[config.mk]
export PLATFORM = sky130hd
export DESIGN_NAME = data_memory_arbiter_flat
export DESIGN_NICKNAME = d
export VERILOG_FILES = /design/src/rtl/dm_pkg.sv /design/src/rtl/data_memory_arbiter_if.sv /design/src/rtl/rr_arbiter2.sv /design/src/rtl/data_memory_arbiter.sv /design/src/flat_wrapper.sv
export SDC_FILE = /design/constraint.sdc
export NUM_CORES = 1
export LEC_CHECK = 0
export CORE_MARGIN = 2
export CORE_UTILIZATION = 43
export CTS_CLUSTER_DIAMETER = 30
export CTS_CLUSTER_SIZE = 16
export DETAILED_ROUTE_END_ITERATION = 16
export HOLD_SLACK_MARGIN = 0.1
export PLACE_DENSITY = 0.95
export REMOVE_ABC_BUFFERS = 1
export SETUP_SLACK_MARGIN = 0.02
export SKIP_LAST_GASP = 1
export SLEW_MARGIN = 10
export SYNTH_ARGS = -nofsm -noshare
export SYNTH_HDL_FRONTEND = slang
export SYNTH_SLANG_ARGS = --single-unit
export TNS_END_PERCENT = 5
[constraint.sdc]
create_clock -name clk -period 2.7 [get_ports clk]
set_clock_uncertainty 0.1 [all_clocks]
set_input_delay 0.81 -clock clk [delete_from_list [all_inputs] [get_ports clk]]
set_output_delay 0.81 -clock clk [all_outputs]
set_load 0.05 [all_outputs]
[src/rtl/dm_pkg.sv]
// -----------------------------------------------------------------------------
// dm_pkg
// Shared definitions for the data memory arbiter: memory WrRd command codes,
// the arbiter FSM state encoding and the default bus widths.
// No ports (package).
// -----------------------------------------------------------------------------
package dm_pkg;

  localparam int DM_ADDR_LENGTH = 11;
  localparam int DM_DATA_LENGTH = 16;

  // Memory WrRd command codes
  localparam logic [1:0] DM_WRITE = 2'b10;
  localparam logic [1:0] DM_READ  = 2'b01;
  localparam logic [1:0] DM_IDLE  = 2'b00;

  typedef enum logic {
    ST_IDLE   = 1'b0,
    ST_ACCESS = 1'b1
  } dm_state_t;

  // Memory command for a request direction (we = 1 means write).
  function automatic logic [1:0] dm_cmd(input logic we);
    return we ? DM_WRITE : DM_READ;
  endfunction

endpackage

[src/rtl/data_memory_arbiter_if.sv]
// -----------------------------------------------------------------------------
// data_memory_arbiter_if
// Bundles the two requester ports and the single-port memory interface of the
// data memory arbiter.
//   p0_* / p1_* : requester ports (req/we/addr/wdata in, ack/err/rdata out)
//   mem_*       : memory command (wrrd/addr/wdata out) and read data (rdata in)
// Modports: slave = arbiter side, master = requester + memory model side.
//
// Handshake: pX_req is a level that is raised together with stable we/addr/
// wdata and held until pX_ack. pX_ack is a one-cycle pulse; pX_err and pX_rdata
// are valid while it is high. The arbiter samples req again on the edge that
// ends the ack cycle, so a requester that wants exactly one transaction must
// drop req (or present the next transaction) during the ack cycle; req still
// high at that edge starts a new transaction.
// -----------------------------------------------------------------------------
interface data_memory_arbiter_if
  import dm_pkg::*;
#(
  parameter int ADDR_LENGTH = DM_ADDR_LENGTH,
  parameter int DATA_LENGTH = DM_DATA_LENGTH
);

  logic                   p0_req;
  logic                   p0_we;
  logic [ADDR_LENGTH-1:0] p0_addr;
  logic [DATA_LENGTH-1:0] p0_wdata;
  logic                   p0_ack;
  logic                   p0_err;
  logic [DATA_LENGTH-1:0] p0_rdata;

  logic                   p1_req;
  logic                   p1_we;
  logic [ADDR_LENGTH-1:0] p1_addr;
  logic [DATA_LENGTH-1:0] p1_wdata;
  logic                   p1_ack;
  logic                   p1_err;
  logic [DATA_LENGTH-1:0] p1_rdata;

  logic [1:0]             mem_wrrd;
  logic [ADDR_LENGTH-1:0] mem_addr;
  logic [DATA_LENGTH-1:0] mem_wdata;
  logic [DATA_LENGTH-1:0] mem_rdata;

  modport slave (
    input  p0_req, p0_we, p0_addr, p0_wdata,
    input  p1_req, p1_we, p1_addr, p1_wdata,
    input  mem_rdata,
    output p0_ack, p0_err, p0_rdata,
    output p1_ack, p1_err, p1_rdata,
    output mem_wrrd, mem_addr, mem_wdata
  );

  modport master (
    output p0_req, p0_we, p0_addr, p0_wdata,
    output p1_req, p1_we, p1_addr, p1_wdata,
    output mem_rdata,
    input  p0_ack, p0_err, p0_rdata,
    input  p1_ack, p1_err, p1_rdata,
    input  mem_wrrd, mem_addr, mem_wdata
  );

endinterface

[src/rtl/rr_arbiter2.sv]
// -----------------------------------------------------------------------------
// rr_arbiter2
// Combinational two-way round-robin winner select.
//   req0, req1   : request levels
//   last_grant   : port served most recently (0 or 1)
//   grant_valid  : at least one request present
//   grant        : winning port index (meaningful only with grant_valid)
// -----------------------------------------------------------------------------
module rr_arbiter2
  import dm_pkg::*;
(
  input  logic req0,
  input  logic req1,
  input  logic last_grant,
  output logic grant_valid,
  output logic grant
);

  always_comb begin
    grant_valid = req0 | req1;
    grant       = 1'b0;
    if (req0 && req1) begin
      // Contention: the port not served last wins.
      grant = ~last_grant;
    end else if (req1) begin
      grant = 1'b1;
    end
  end

endmodule

[src/rtl/data_memory_arbiter.sv]
// -----------------------------------------------------------------------------
// data_memory_arbiter
// Round-robin arbiter and sequencer placing two requesters onto one
// single-port data memory. One memory command per granted request, issued for
// exactly one cycle so the memory performs it on the following negedge; read
// data is captured on the next posedge together with a one-cycle ack.
//   clk        : system clock, all state on posedge
//   rst_n      : asynchronous active-low reset
//   bus        : requester ports and memory interface (slave modport)
//   dbg_state  : current FSM state
// Parameters: ADDR_LENGTH, DATA_LENGTH, MEM_WORDS (addresses >= MEM_WORDS are
// rejected with err and never reach the memory).
// -----------------------------------------------------------------------------
module data_memory_arbiter
  import dm_pkg::*;
#(
  parameter int ADDR_LENGTH = DM_ADDR_LENGTH,
  parameter int DATA_LENGTH = DM_DATA_LENGTH,
  parameter int MEM_WORDS   = 2048
) (
  input  logic                        clk,
  input  logic                        rst_n,
  data_memory_arbiter_if.slave        bus,
  output dm_state_t                   dbg_state
);

  dm_state_t              state_q, state_d;
  logic                   last_grant_q, last_grant_d;
  logic                   grant_q, grant_d;     // port being served
  logic                   is_rd_q, is_rd_d;     // served transaction is a read
  logic                   oor_q, oor_d;         // served address out of range
  logic [1:0]             mem_wrrd_q, mem_wrrd_d;
  logic [ADDR_LENGTH-1:0] mem_addr_q, mem_addr_d;
  logic [DATA_LENGTH-1:0] mem_wdata_q, mem_wdata_d;
  logic                   p0_ack_q, p0_ack_d;
  logic                   p1_ack_q, p1_ack_d;
  logic                   p0_err_q, p0_err_d;
  logic                   p1_err_q, p1_err_d;
  logic [DATA_LENGTH-1:0] p0_rdata_q, p0_rdata_d;
  logic [DATA_LENGTH-1:0] p1_rdata_q, p1_rdata_d;

  logic                   win_valid;
  logic                   win_port;
  logic                   sel_we;
  logic [ADDR_LENGTH-1:0] sel_addr;
  logic [DATA_LENGTH-1:0] sel_wdata;
  logic                   sel_oor;

  rr_arbiter2 u_arb (
    .req0        (bus.p0_req),
    .req1        (bus.p1_req),
    .last_grant  (last_grant_q),
    .grant_valid (win_valid),
    .grant       (win_port)
  );

  // Fields of the winning request.
  always_comb begin
    if (win_port) begin
      sel_we    = bus.p1_we;
      sel_addr  = bus.p1_addr;
      sel_wdata = bus.p1_wdata;
    end else begin
      sel_we    = bus.p0_we;
      sel_addr  = bus.p0_addr;
      sel_wdata = bus.p0_wdata;
    end
    sel_oor = (32'(sel_addr) >= 32'(MEM_WORDS));
  end

  always_comb begin
    state_d      = state_q;
    last_grant_d = last_grant_q;
    grant_d      = grant_q;
    is_rd_d      = is_rd_q;
    oor_d        = oor_q;
    mem_wrrd_d   = DM_IDLE;     // a command is only ever driven for one cycle
    mem_addr_d   = mem_addr_q;
    mem_wdata_d  = mem_wdata_q;
    p0_ack_d     = 1'b0;
    p1_ack_d     = 1'b0;
    p0_err_d     = 1'b0;
    p1_err_d     = 1'b0;
    p0_rdata_d   = p0_rdata_q;
    p1_rdata_d   = p1_rdata_q;

    case (state_q)
      ST_IDLE: begin
        if (win_valid) begin
          grant_d     = win_port;
          is_rd_d     = ~sel_we;
          oor_d       = sel_oor;
          mem_addr_d  = sel_addr;
          mem_wdata_d = sel_wdata;
          // A rejected address still costs the ACCESS cycle but never
          // presents a command to the memory.
          mem_wrrd_d  = sel_oor ? DM_IDLE : dm_cmd(sel_we);
          state_d     = ST_ACCESS;
        end
      end
      ST_ACCESS: begin
        // The memory completed the access on the preceding negedge, so
        // mem_rdata is already valid here.
        last_grant_d = grant_q;
        if (grant_q) begin
          p1_ack_d = 1'b1;
          p1_err_d = oor_q;
          if (is_rd_q && !oor_q) p1_rdata_d = bus.mem_rdata;
        end else begin
          p0_ack_d = 1'b1;
          p0_err_d = oor_q;
          if (is_rd_q && !oor_q) p0_rdata_d = bus.mem_rdata;
        end
        state_d = ST_IDLE;
      end
      default: state_d = ST_IDLE;
    endcase
  end

  always_ff @(posedge clk or negedge rst_n) begin
    if (!rst_n) begin
      state_q      <= ST_IDLE;
      last_grant_q <= 1'b1;     // port 0 wins the first contention
      grant_q      <= 1'b0;
      is_rd_q      <= 1'b0;
      oor_q        <= 1'b0;
      mem_wrrd_q   <= DM_IDLE;
      mem_addr_q   <= '0;
      mem_wdata_q  <= '0;
      p0_ack_q     <= 1'b0;
      p1_ack_q     <= 1'b0;
      p0_err_q     <= 1'b0;
      p1_err_q     <= 1'b0;
      p0_rdata_q   <= '0;
      p1_rdata_q   <= '0;
    end else begin
      state_q      <= state_d;
      last_grant_q <= last_grant_d;
      grant_q      <= grant_d;
      is_rd_q      <= is_rd_d;
      oor_q        <= oor_d;
      mem_wrrd_q   <= mem_wrrd_d;
      mem_addr_q   <= mem_addr_d;
      mem_wdata_q  <= mem_wdata_d;
      p0_ack_q     <= p0_ack_d;
      p1_ack_q     <= p1_ack_d;
      p0_err_q     <= p0_err_d;
      p1_err_q     <= p1_err_d;
      p0_rdata_q   <= p0_rdata_d;
      p1_rdata_q   <= p1_rdata_d;
    end
  end

  assign bus.mem_wrrd  = mem_wrrd_q;
  assign bus.mem_addr  = mem_addr_q;
  assign bus.mem_wdata = mem_wdata_q;
  assign bus.p0_ack    = p0_ack_q;
  assign bus.p1_ack    = p1_ack_q;
  assign bus.p0_err    = p0_err_q;
  assign bus.p1_err    = p1_err_q;
  assign bus.p0_rdata  = p0_rdata_q;
  assign bus.p1_rdata  = p1_rdata_q;
  assign dbg_state     = state_q;

endmodule
[src/flat_wrapper.sv]
// flat-port wrapper written by rule: the top's interface ports become plain ports
module data_memory_arbiter_flat import dm_pkg::*;
#(
  parameter int ADDR_LENGTH = DM_ADDR_LENGTH,
  parameter int DATA_LENGTH = DM_DATA_LENGTH,
  parameter int MEM_WORDS   = 2048
)
  (clk, rst_n, dbg_state, bus_p0_req, bus_p0_we, bus_p0_addr, bus_p0_wdata, bus_p1_req, bus_p1_we, bus_p1_addr, bus_p1_wdata, bus_mem_rdata, bus_p0_ack, bus_p0_err, bus_p0_rdata, bus_p1_ack, bus_p1_err, bus_p1_rdata, bus_mem_wrrd, bus_mem_addr, bus_mem_wdata);
  data_memory_arbiter_if #(.ADDR_LENGTH(ADDR_LENGTH), .DATA_LENGTH(DATA_LENGTH)) bus_i ();
  input  logic clk;
  input  logic rst_n;
  output dm_state_t dbg_state;
  input wire logic [$bits(bus_i.p0_req)-1:0] bus_p0_req;
  input wire logic [$bits(bus_i.p0_we)-1:0] bus_p0_we;
  input wire logic [$bits(bus_i.p0_addr)-1:0] bus_p0_addr;
  input wire logic [$bits(bus_i.p0_wdata)-1:0] bus_p0_wdata;
  input wire logic [$bits(bus_i.p1_req)-1:0] bus_p1_req;
  input wire logic [$bits(bus_i.p1_we)-1:0] bus_p1_we;
  input wire logic [$bits(bus_i.p1_addr)-1:0] bus_p1_addr;
  input wire logic [$bits(bus_i.p1_wdata)-1:0] bus_p1_wdata;
  input wire logic [$bits(bus_i.mem_rdata)-1:0] bus_mem_rdata;
  output wire logic [$bits(bus_i.p0_ack)-1:0] bus_p0_ack;
  output wire logic [$bits(bus_i.p0_err)-1:0] bus_p0_err;
  output wire logic [$bits(bus_i.p0_rdata)-1:0] bus_p0_rdata;
  output wire logic [$bits(bus_i.p1_ack)-1:0] bus_p1_ack;
  output wire logic [$bits(bus_i.p1_err)-1:0] bus_p1_err;
  output wire logic [$bits(bus_i.p1_rdata)-1:0] bus_p1_rdata;
  output wire logic [$bits(bus_i.mem_wrrd)-1:0] bus_mem_wrrd;
  output wire logic [$bits(bus_i.mem_addr)-1:0] bus_mem_addr;
  output wire logic [$bits(bus_i.mem_wdata)-1:0] bus_mem_wdata;
  assign bus_i.p0_req = bus_p0_req;
  assign bus_i.p0_we = bus_p0_we;
  assign bus_i.p0_addr = bus_p0_addr;
  assign bus_i.p0_wdata = bus_p0_wdata;
  assign bus_i.p1_req = bus_p1_req;
  assign bus_i.p1_we = bus_p1_we;
  assign bus_i.p1_addr = bus_p1_addr;
  assign bus_i.p1_wdata = bus_p1_wdata;
  assign bus_i.mem_rdata = bus_mem_rdata;
  assign bus_p0_ack = bus_i.p0_ack;
  assign bus_p0_err = bus_i.p0_err;
  assign bus_p0_rdata = bus_i.p0_rdata;
  assign bus_p1_ack = bus_i.p1_ack;
  assign bus_p1_err = bus_i.p1_err;
  assign bus_p1_rdata = bus_i.p1_rdata;
  assign bus_mem_wrrd = bus_i.mem_wrrd;
  assign bus_mem_addr = bus_i.mem_addr;
  assign bus_mem_wdata = bus_i.mem_wdata;
  data_memory_arbiter #(.ADDR_LENGTH(ADDR_LENGTH), .DATA_LENGTH(DATA_LENGTH), .MEM_WORDS(MEM_WORDS)) u_core (.clk(clk), .rst_n(rst_n), .bus(bus_i), .dbg_state(dbg_state));
endmodule
[Word level (Yosys, flattened, before mapping)]
Cells that the tools add are included.
Cells by class
  multiplexer cells: 14
  bitwise logic cells: 5
  reductions and logical operators: 4
Operators with widths (count)
  16-bit 2-to-1 mux: 1
  11-bit 2-to-1 mux: 1
  1-bit 2-to-1 mux: 8
  2-bit 2-to-1 mux: 3
  3-bit AND reduction: 2
  1-bit inverter: 4
  1-bit one-hot mux with 2 select lines: 1
  2-bit AND reduction: 1
  1-bit logical AND: 1
  1-bit OR: 1
Storage, ports and cells
  bits in registers: 67
  input port bits: 76
  output and inout port bits: 66
  logic and storage cells: 34

[Logic depth before layout (Yosys ltp)]
Gate-level depths: netlist (run 1).
  depth in word-level cells: 6
  depth in mapped cells: 5
  gate-level depth less buffers: 4

[Modules after synthesis]
Synthesis (run 1) repeated with hierarchy kept, for this count alone.
Unflattened totals
  cells, all modules: 179
  area, all modules: 2869.0 um^2
By module, submodules not included
  data_memory_arbiter: instances 1, cells each 177, area an instance 2855.2 um^2, sequential area each 1677.9 um^2
  rr_arbiter2: instances 1, cells each 2, area an instance 13.8 um^2, sequential area each 0.0 um^2

[Least setup slack after synthesis (run 1)]
Ideal clock, no wire load.
  path kind: reg-to-reg
  start point: register u_core.state_q (netlist: u_core.dbg_state)
  end point: register u_core.p1_rdata_q[10] (netlist: u_core.bus.p1_rdata[10])
  library setup time: 0.125 ns
  data arrival time: 1.445 ns
  data required time: 2.475 ns
  slack: 1.030 ns
  stages on the path, launching flop included: 5
  path buffers: 1
  period minus slack after synthesis: 1.670 ns
  cell sequence: dfrtp_1 -> and2_4 -> nand2_4 -> buf_6 -> mux2_4
Between the ends
  longest elaborated chain between the ends: 1
RTL lines
  start, declared: line data_memory_arbiter.sv:27  | dm_state_t state_q, state_d;
  start signal, assigned: line data_memory_arbiter.sv:137  | state_q <= state_d;
  3-bit AND reduction (no line)
  end signal, assigned: line data_memory_arbiter.sv:150  | p1_rdata_q <= p1_rdata_d;
  end, declared: line data_memory_arbiter.sv:40  | logic [DATA_LENGTH-1:0] p1_rdata_q, p1_rdata_d;
No other way between the ends.
A chain may end at the register's enable or synchronous reset.

[Final worst setup path (run 1)]
  start point: register u_core.state_q (netlist: u_core.dbg_state)
  end point: output port dbg_state
RTL lines
  end, declared: line flat_wrapper.sv:12  | output dm_state_t dbg_state;
No word-level cell between the ends.

==> results.md, run 1 <==
- RSZ-0062 raised after global routing: no
- Min Tclk post-route: about 2.5 ns
- CP max stage cell: clkdlybuf4s50_1
- Hold buffers post-CTS: 0
- Clock transition at path regs: 0.08 ns
- Vias in the first global route: between 2000 and 2500
- Initial antenna violation count: 0
- Post-CTS Setup Inserts: 0
- Slew Viols, Final: 0
- ANT cells: 0
- Worst vdd ir: around 0.0010 V
- Syn Area/Cell: 11.9 sq um
- Final hold slack: 0.387 ns
- Reg area: roughly 1700 sq um
- CP required: between 1.5 and 2 ns
- Via/cell ratio: 4.98
- Max Clk Rate: approximately 400 MHz
- Row count: 29
- Worst slew pin tran: a little over 0.6 ns
- Fraction of layout cells with a size suffix above 1: between 15 and 20%
- Post-Syn Area: about 2800 sq um
- Critical path depth: 1
- PD cells: about 1200 nW/um^2
- CTS buffer count: 9
- Root buf cell: clkbuf_8
- Reg2Reg Setup Slack: roughly 1.2 ns
- CP Buf/Inv Count: 1
- Insertion delay to the later sink of the worst-skew pair: around 0.33 ns
- Top delay family on crit path: buffers and inverters
- Area growth syn-to-layout: 59.1%
- # fillers: roughly 440
- Residual DRC: 0
- P_leak: between 2 and 2.5 nW
- Total negative slack: 0 ns
- GR Overflow Total: 0
- Sequential fraction of the synthesis area: about three fifths
- Worst hold path type: in2async
- Final setup margin: approximately 0.18 ns
- Total power: 5.26 mW
- Top layer reached by signal wires: met4
- Final Hold Viols: 0
- Total Nets Final: ~460
- Core ar.: ~6400 sq um
- CTS tree: built
- YS warnings: 0
- Top-Level Pins: between 100 and 150
- Netlist cell types: 23
- H-tree levels: 3
- WL met2: between 3 and 4 mm
- ANT nets after route: 0
- Final cell area excluding filler cells: 4530 sq um
- Die Y: 85.3 microns
- Via count: between 2000 and 2500
- Status: completed
- Gate Count Post-Synth: 240
- Final period util: about 93%
- Post-DP HPWL: 5.76 mm
- Maxcap violations: 0
- WL per Instance: about 16 microns
- Global-route wire length before repair: ~12 mm
- FF-to-FF Start: u_core.dbg_state$_DFF_PN0_
- Placed instance area: about 4300 sq um
- Place WS: 0.343 ns
- CP Class: reg2out
- Critical-path cell list: clkdlybuf4s50_1
- Die width: around 85 microns
- CP max FO: 6
- Die area: 7280 sq um
- Met3 wire len: just under 700 microns
- Final setup fails: 0
- CTS resizes: 0
- Total GRT Usage: 21.2%
- CP peak stage delay: 0.84 ns
- CP Data Arrival Time: around 1.6 ns
- CP Capture Type: output port
- Bufs on Longest Clock Path: 2
- Worst reg2reg path depth: 4
- Initial Util: between 40% and 50%
- Worst reg2reg path endpoint: u_core.bus.mem_wdata[12]$_DFFE_PN0P_
- Largest net degree at the start of global routing: 29
- Drt first pass iters: 4
- Startpoint types: flip-flop
- Area of the multi-input gates: around 1100 sq um
- M1 WL: 3.01 mm
- Slew margin rel.: between 50% and 60%
- Iter 0 DRT Violations: slightly below 90
- Clk sink count: between 60 and 70
- IO buf count: approximately 140
- Register bit count reported by yosys: 67
- Total Wirelength: approximately 7.5 mm
- GPL Wtd Cong: approximately 0.75
## power by group
| group | switching (mW) | internal, mW | leakage (nW) |
|---|---|---|---|
| registers | 0.213 | 1.37 | 0.775 |
| logic | 1.72 | 1.06 | 1.11 |
| clock network | 0.382 | 0.518 | 0.113 |
## worst max path at each step
stage / from / to / slack [ns]
detailed placement: bus_p1_req / u_core.bus.mem_wdata[6]$_DFFE_PN0P_ / 0.34
global route: u_core.dbg_state$_DFF_PN0_ / dbg_state / 0.15
CTS: u_core.dbg_state$_DFF_PN0_ / dbg_state / 0.17
global placement: bus_p0_req / u_core.bus.mem_wdata[13]$_DFFE_PN0P_ / 0.40
finish: u_core.dbg_state$_DFF_PN0_ / dbg_state / 0.18
floorplan: bus_p1_req / u_core.bus.mem_addr[0]$_DFFE_PN0P_ / 0.43
## synth_stat cells (all sizes together)
cell type  count  area, sq um
dfstp          1         26.3
o21ai          1         5.00
conb           1         3.75
a21oi         55          275
dfrtp         66         1650
nor2          27          101
a21boi         1         18.8
and2           2         15.0
a21bo          1         10.0
buf           14          105
a221oi         1         15.0
and2b          1         10.0
nand2         33          139
a21o           1         7.51
o21bai         1         11.3
inv            1         3.75
mux2          33          447
## cells in the final DEF (no fill, tap or decap), drive strengths merged
| master | instances |
|---|---|
| bufinv | 2 |
| nand2 | 33 |
| a21oi | 55 |
| and2b | 1 |
| clkdlybuf4s50 | 138 |
| o21ai | 1 |
| buf | 7 |
| dfrtp | 66 |
| clkinv | 5 |
| clkbuf | 9 |
| inv | 1 |
| dfstp | 1 |
| a221oi | 1 |
| a21boi | 1 |
| a21bo | 1 |
| nor2 | 27 |
| a21o | 1 |
| mux2 | 33 |
| o21bai | 1 |
| conb | 2 |
| and2 | 2 |
## area by class of cell
| cell class | count | area share (%) |
|---|---|---|
| clock buffer | 9 | 2.74 |
| clock inverter | 7 | 2.05 |
| inverter | 1 | 0.0829 |
| multi-input combinational | 159 | 23.5 |
| sequential | 67 | 37.1 |
| tap | 77 | 2.13 |
| timing repair buffer | 145 | 32.5 |
## routing by layer
layer | global-route usage (%) | vias up
li1 | - | 1096
met1 | 25.8 | 1093
met2 | 35.7 | 118
met3 | 7.49 | 11
met4 | 6.06 | 0
met5 | 0 | -
## state kept, by name, summed over array words and instances, names as in the netlist
signal and flops:
u_core.last_grant_q 1, u_core.bus.p0_ack 1, u_core.grant_q 1, u_core.bus.p1_ack 1, u_core.bus.p0_rdata 16, u_core.dbg_state 1
u_core.bus.mem_wrrd 2, u_core.is_rd_q 1, u_core.bus.p1_rdata 16, u_core.bus.mem_addr 11, u_core.bus.mem_wdata 16
## worst register-to-register path: stages, from the launching register on
cell and delay (ns):
dfrtp_1 0.45, o21bai_2 0.25, inv_2 0.38, nor2_1 0.10, a21oi_1 0.15
## kinds of logic (layout without fill, tap and decap cells)
logic type / count (synthesis) / in the layout / share of synthesized area (%)
other cells: 1 / 2 / 0.132
compound gates: 61 / 61 / 12.0
flops: 67 / 67 / 59.0
buf+inv: 15 / 162 / 3.83
mux: 33 / 33 / 15.7
simple gates: 63 / 63 / 9.32
## stage by stage
stage,util (%),instances
after floorplan,-,227
after global routing,70.9,465
after CTS,70.9,465
final,70.9,465
after detailed placement,67.5,449
after global placement,67.5,449
Note: power is estimated with default switching activity, not from simulation.
==> run 2, diff against run 1 <==
--- a/config.mk
+++ b/config.mk
@@ -5,13 +5,16 @@
 export SDC_FILE = /design/constraint.sdc
 export NUM_CORES = 1
 export LEC_CHECK = 0
+export CAP_MARGIN = 20
 export CORE_MARGIN = 2
-export CORE_UTILIZATION = 43
+export CORE_UTILIZATION = 45
+export CTS_BUF_LIST = sky130_fd_sc_hd__clkbuf_4 sky130_fd_sc_hd__clkbuf_8
 export CTS_CLUSTER_DIAMETER = 30
 export CTS_CLUSTER_SIZE = 16
 export DETAILED_ROUTE_END_ITERATION = 16
 export HOLD_SLACK_MARGIN = 0.1
 export PLACE_DENSITY = 0.95
+export RECOVER_POWER = 50
 export REMOVE_ABC_BUFFERS = 1
 export SETUP_SLACK_MARGIN = 0.02
 export SKIP_LAST_GASP = 1
==> results.md, run 2 (same netlist as run 1, synthesis figures left out) <==
- Met1 global-route usage: approximately 28%
- Total negative slack: 0 ns
- Startpoint types: flip-flop
- CP max FO: 6
- Die width: 83.5 microns
- Iter 0 DRT Violations: 53
- CP Capture Type: output port
- Met2 Track Usage GR: 40.3%
- Die Y: 83.5 microns
- Via count: approximately 2400
- GR Overflow Total: 0
- CTS tree: built
- Total GRT Usage: around a quarter
- Post-CTS Setup Inserts: 0
- Via/cell ratio: 5.10
- Worst hold path type: reg2reg
- Root buf cell: clkbuf_8
- Final setup fails: 0
- Clock transition at path regs: ~0.070 ns
- # fillers: 430
- Logic pwr share: approximately 53%
- H-tree levels: 3
- Total Nets Final: about 460
- Die area: between 6000 and 7000 sq um
- GPL Wtd Cong: 0.810
- ANT cells: 0
- P_leak: roughly 1.9 nW
- ANT nets after route: 0
- CP Class: reg2out
- Top delay family on crit path: buffers and inverters
- Area of the multi-input gates: ~1000 sq um
- Hold buffers post-CTS: 0
- Global-route wire length before repair: between 10 and 15 mm
- Residual DRC: 0
- Slew margin rel.: 23.4%
- Clock share of power: between 10% and 20%
- Pint: roughly 2.7 mW
- Worst vdd ir: between 0.0008 and 0.0009 V
- Most frequent cells in the layout: clkdlybuf4s50_1, dfrtp_1, a21oi_1
- CP Buf/Inv Count: 1
- Final hold slack: ~0.4 ns
- Reg2Reg Setup Slack: around 0.86 ns
- Fraction of layout cells with a size suffix above 1: a little under an eighth
- Status: completed
- Bufs on Longest Clock Path: 2
- Largest net degree at the start of global routing: between 50 and 60
- Area growth syn-to-layout: 53.7%
- CP required: around 1.8 ns
- Core ar.: between 6000 and 7000 sq um
- Vias in the first global route: 2491
- CP peak stage delay: 0.84 ns
- GR peak layer: met2
- Final period util: between 90% and 100%
- IO buf count: 139
- PD cells: roughly 1200 nW/um^2
- Sequential share of power: a little under a third
- Final setup margin: approximately 0.18 ns
- CTS buffer count: 9
- Row count: 28
- Place WS: 0.287 ns
- Placed cells: 447
- Drt first pass iters: 4
- Final Hold Viols: 0
- Initial Util: a little under half
- WL per Instance: between 15 and 20 microns
- CTS resizes: 0
- Met3 usage: approximately 7.5%
- Worst slew pin tran: 1.15 ns
- Switching Share: ~46%
- Reg area: between 1500 and 2000 sq um
- Critical-path cell list: clkdlybuf4s50_1
- Top-Level Pins: 142
- Min Tclk post-route: about 2.5 ns
- Max Clk Rate: 397 MHz
- Insertion delay to the later sink of the worst-skew pair: between 0.3 and 0.4 ns
- CP max stage cell: clkdlybuf4s50_1
- P_sw: between 2 and 2.5 mW
- RSZ-0062 raised after global routing: no
- Maxcap violations: 0
- Post-DP HPWL: a little under 6 mm
- Commonest non-fill, non-tap cell in the layout: clkdlybuf4s50_1
- Total Wirelength: slightly below 8 mm
- Initial antenna violation count: 0
- Clk sink count: 67
- Final Non-Filler Cells: 463
- Slew Viols, Final: 0
- CP Data Arrival Time: around 1.6 ns
[run 2: cell count changes in the layout (fill, tap and decap cells not counted)]
| cell | delta |
|---|---|
| nand2_4 | -2 |
| and2_4 | -1 |
| buf_12 | -3 |
| mux2_4 | -18 |
| nand2_1 | +2 |
| clkbuf_1 | +1 |
| bufinv_16 | -1 |
| clkinvlp_4 | +2 |
| mux2_1 | +18 |
| buf_4 | +2 |
| clkinv_4 | -1 |
| and2_0 | +1 |
[run 2: cell type report]
type,count,area share (%)
clock buffers,9,2.83
clock inverters,7,1.57
inverters,1,0.0858
multi-input cells,159,22.3
flip-flops and latches,67,38.4
well taps,75,2.15
repair buffers,145,32.6
[run 2: worst paths after layout]
| kind | depth (start not counted) | start | to |
|---|---|---|---|
| max | 1 | u_core.dbg_state$_DFF_PN0_ | dbg_state |
| min | 1 | u_core.bus.p1_rdata[10]$_DFFE_PN0P_ | u_core.bus.p1_rdata[10]$_DFFE_PN0P_ |
| max reg2reg | 3 | u_core.dbg_state$_DFF_PN0_ | u_core.bus.p1_rdata[13]$_DFFE_PN0P_ |
| min reg2reg | 1 | u_core.bus.p1_rdata[10]$_DFFE_PN0P_ | u_core.bus.p1_rdata[10]$_DFFE_PN0P_ |
| max in group asynchronous | 2 | rst_n | u_core.bus.mem_addr[10]$_DFFE_PN0P_ |
| min in group asynchronous | 1 | rst_n | u_core.bus.p1_rdata[8]$_DFFE_PN0P_ |
[run 2: per-stage QoR]
stage               instance area (sq um)  power [mW]  utilization [%]
finish                               4370        5.04             72.6
global route                         4370        5.26             72.6
CTS                                  4470        5.21             74.3
detailed placement                   4280        4.40             71.1
global placement                     4280        4.31             71.1
floorplan                            2740        3.36                -
[run 2: power groups by stage]
stage	logic [mW]	registers [mW]	clock network, mW
global placement	2.74	1.57	0
detailed placement	2.79	1.61	0
finish	2.65	1.59	0.801
floorplan	0.545	2.81	0
global route	2.75	1.64	0.871
CTS	2.80	1.60	0.815
[run 2: routing by layer]
layer  share of wire (%)  wire, microns  vias to the layer above
met2                  51           3920                      125
li1                    -              -                     1097
met3                 8.6            663                       11
met5                   0              0                        -
met4                 1.3             99                        0
met1                  39           3050                     1127
==> run 3, diff against run 2 <==
--- a/config.mk
+++ b/config.mk
@@ -12,7 +12,6 @@
 export CTS_CLUSTER_DIAMETER = 30
 export CTS_CLUSTER_SIZE = 16
 export DETAILED_ROUTE_END_ITERATION = 16
-export HOLD_SLACK_MARGIN = 0.1
 export PLACE_DENSITY = 0.95
 export RECOVER_POWER = 50
 export REMOVE_ABC_BUFFERS = 1
==> constraint.sdc (replaced) <==
create_clock -name clk -period 2.9 [get_ports clk]
set_clock_uncertainty 0.1 [all_clocks]
set_input_delay 0.87 -clock clk [delete_from_list [all_inputs] [get_ports clk]]
set_output_delay 0.87 -clock clk [all_outputs]
set_load 0.05 [all_outputs]
==> results.md, run 3 (same netlist as run 1, synthesis figures left out) <==
- ANT nets after route: 0
- Status: completed
- H-tree levels: 3
- Max Clk Rate: 392 MHz
- Die area: about 7000 sq um
- Bufs on Longest Clock Path: 2
- Worst vdd ir: 0.000965 V
- Via/cell ratio: ~5.1
- Slew margin rel.: between 20 and 30%
- Maxcap violations: 0
- Root buf cell: clkbuf_8
- Hold buffers post-CTS: 0
- Area growth syn-to-layout: 54.0%
- Most frequent cells in the layout: clkdlybuf4s50_1, dfrtp_1, a21oi_1
- CP Data Arrival Time: 1.58 ns
- GR Overflow Total: 0
- P_leak: about 1.9 nW
- Critical path depth: 1
- Insertion delay to the later sink of the worst-skew pair: 0.33 ns
- Total GRT Usage: between 20% and 30%
- Global-route wire length before repair: about 12 mm
- Post-CTS Setup Inserts: 0
- Drt first pass iters: 4
- Worst reg2reg path depth: 3
- Reg2Reg Setup Slack: 1.09 ns
- Reg area: roughly 1700 sq um
- CP max FO: 6
- Core ar.: approximately 6000 sq um
- Final setup fails: 0
- Worst slew pin tran: ~1.1 ns
- Fraction of layout cells with a size suffix above 1: 10.9%
- CP max stage cell: clkdlybuf4s50_1
- Initial Util: between 40 and 50%
- Via count: 2375
- Residual DRC: 0
- Final Non-Filler Cells: between 400 and 500
- Die width: roughly 84 microns
- WL per Instance: 16.7 microns
- Vias in the first global route: between 2000 and 2500
- Row count: 28
- Top-Level Pins: between 100 and 150
- Top delay family on crit path: buffers and inverters
- CP required: 1.93 ns
- Startpoint types: flip-flop
- Total Wirelength: between 7 and 8 mm
- WHS Path Cells: 1
- Post-DP HPWL: 5.77 mm
- CTS tree: built
- Clk sink count: 67
- Placed cells: about 450
- IO buf count: 139
- CTS resizes: 0
- Area of the multi-input gates: a little under 1000 sq um
- # fillers: 437
- Largest net degree at the start of global routing: 32
- CTS buffer count: 9
- CP peak stage delay: around 0.83 ns
- Final period util: around 88%
- Min Tclk post-route: 2.55 ns
- Initial antenna violation count: 0
- CP Buf/Inv Count: 1
- CP Class: reg2out
- Die Y: about 84 microns
- Slew Viols, Final: 0
- CP Capture Type: output port
- Worst hold path type: reg2reg
- GPL Wtd Cong: 0.811
- Commonest non-fill, non-tap cell in the layout: clkdlybuf4s50_1
- Critical-path cell list: clkdlybuf4s50_1
- Total negative slack: 0 ns
- Iter 0 DRT Violations: approximately 140
- PD cells: between 1000 and 1500 nW/um^2
- Final Hold Viols: 0
- RSZ-0062 raised after global routing: no
- ANT cells: 0
- Clock transition at path regs: roughly 0.07 ns
- Total Nets Final: between 400 and 500
==> run 3: stage by stage <==
stage	util, %	setup slack (ns)	hold WS, ns	total power [mW]	cell area (sq um)
floorplan	-	0.569	0.381	3.13	2740
global placement	70.9	0.458	0.387	4.01	4270
detailed placement	70.9	0.373	0.401	4.09	4270
CTS	74.5	0.317	0.363	4.91	4490
global route	72.7	0.289	0.428	4.94	4380
finish	72.7	0.349	0.392	4.74	4380
==> run 3: area by class of cell <==
type                    instances  area share, %
clock buffers                  13           3.80
multi-input cells             159           22.3
clock inverters                 3           1.06
well taps                      75           2.14
repair buffers                144           32.3
inverters                       1         0.0857
flip-flops and latches         67           38.3
==> run 3: report_power, final <==
group / internal (mW) / leakage [nW] / switching, mW
Sequential: 1.28 / 0.775 / 0.199
Combinational: 0.868 / 0.975 / 1.60
Clock: 0.465 / 0.107 / 0.340
Total: 2.61 / 1.86 / 2.14
==> run 3: worst paths after layout <==
| check | from | to |
|---|---|---|
| worst max-delay path | u_core.dbg_state$_DFF_PN0_ | dbg_state |
| worst min register to register | u_core.bus.p1_rdata[9]$_DFFE_PN0P_ | u_core.bus.p1_rdata[9]$_DFFE_PN0P_ |
| worst min-delay path | u_core.bus.p1_rdata[9]$_DFFE_PN0P_ | u_core.bus.p1_rdata[9]$_DFFE_PN0P_ |
| worst max register to register | u_core.grant_q$_DFFE_PN0P_ | u_core.bus.p0_rdata[10]$_DFFE_PN0P_ |
| min in group asynchronous | rst_n | u_core.bus.p1_rdata[8]$_DFFE_PN0P_ |
| max in group asynchronous | rst_n | u_core.bus.mem_addr[1]$_DFFE_PN0P_ |
==> run 3: metal layers <==
metal | track usage [%] | wire, microns | vias to the layer above | share of wire (%)
met1 | 26.7 | 3130 | 1150 | 40
met2 | 39.1 | 3860 | 123 | 50
met3 | 8.51 | 656 | 8 | 8.5
met5 | 0 | 0 | - | 0
met4 | 5.87 | 95 | 0 | 1.2
li1 | - | - | 1094 | -
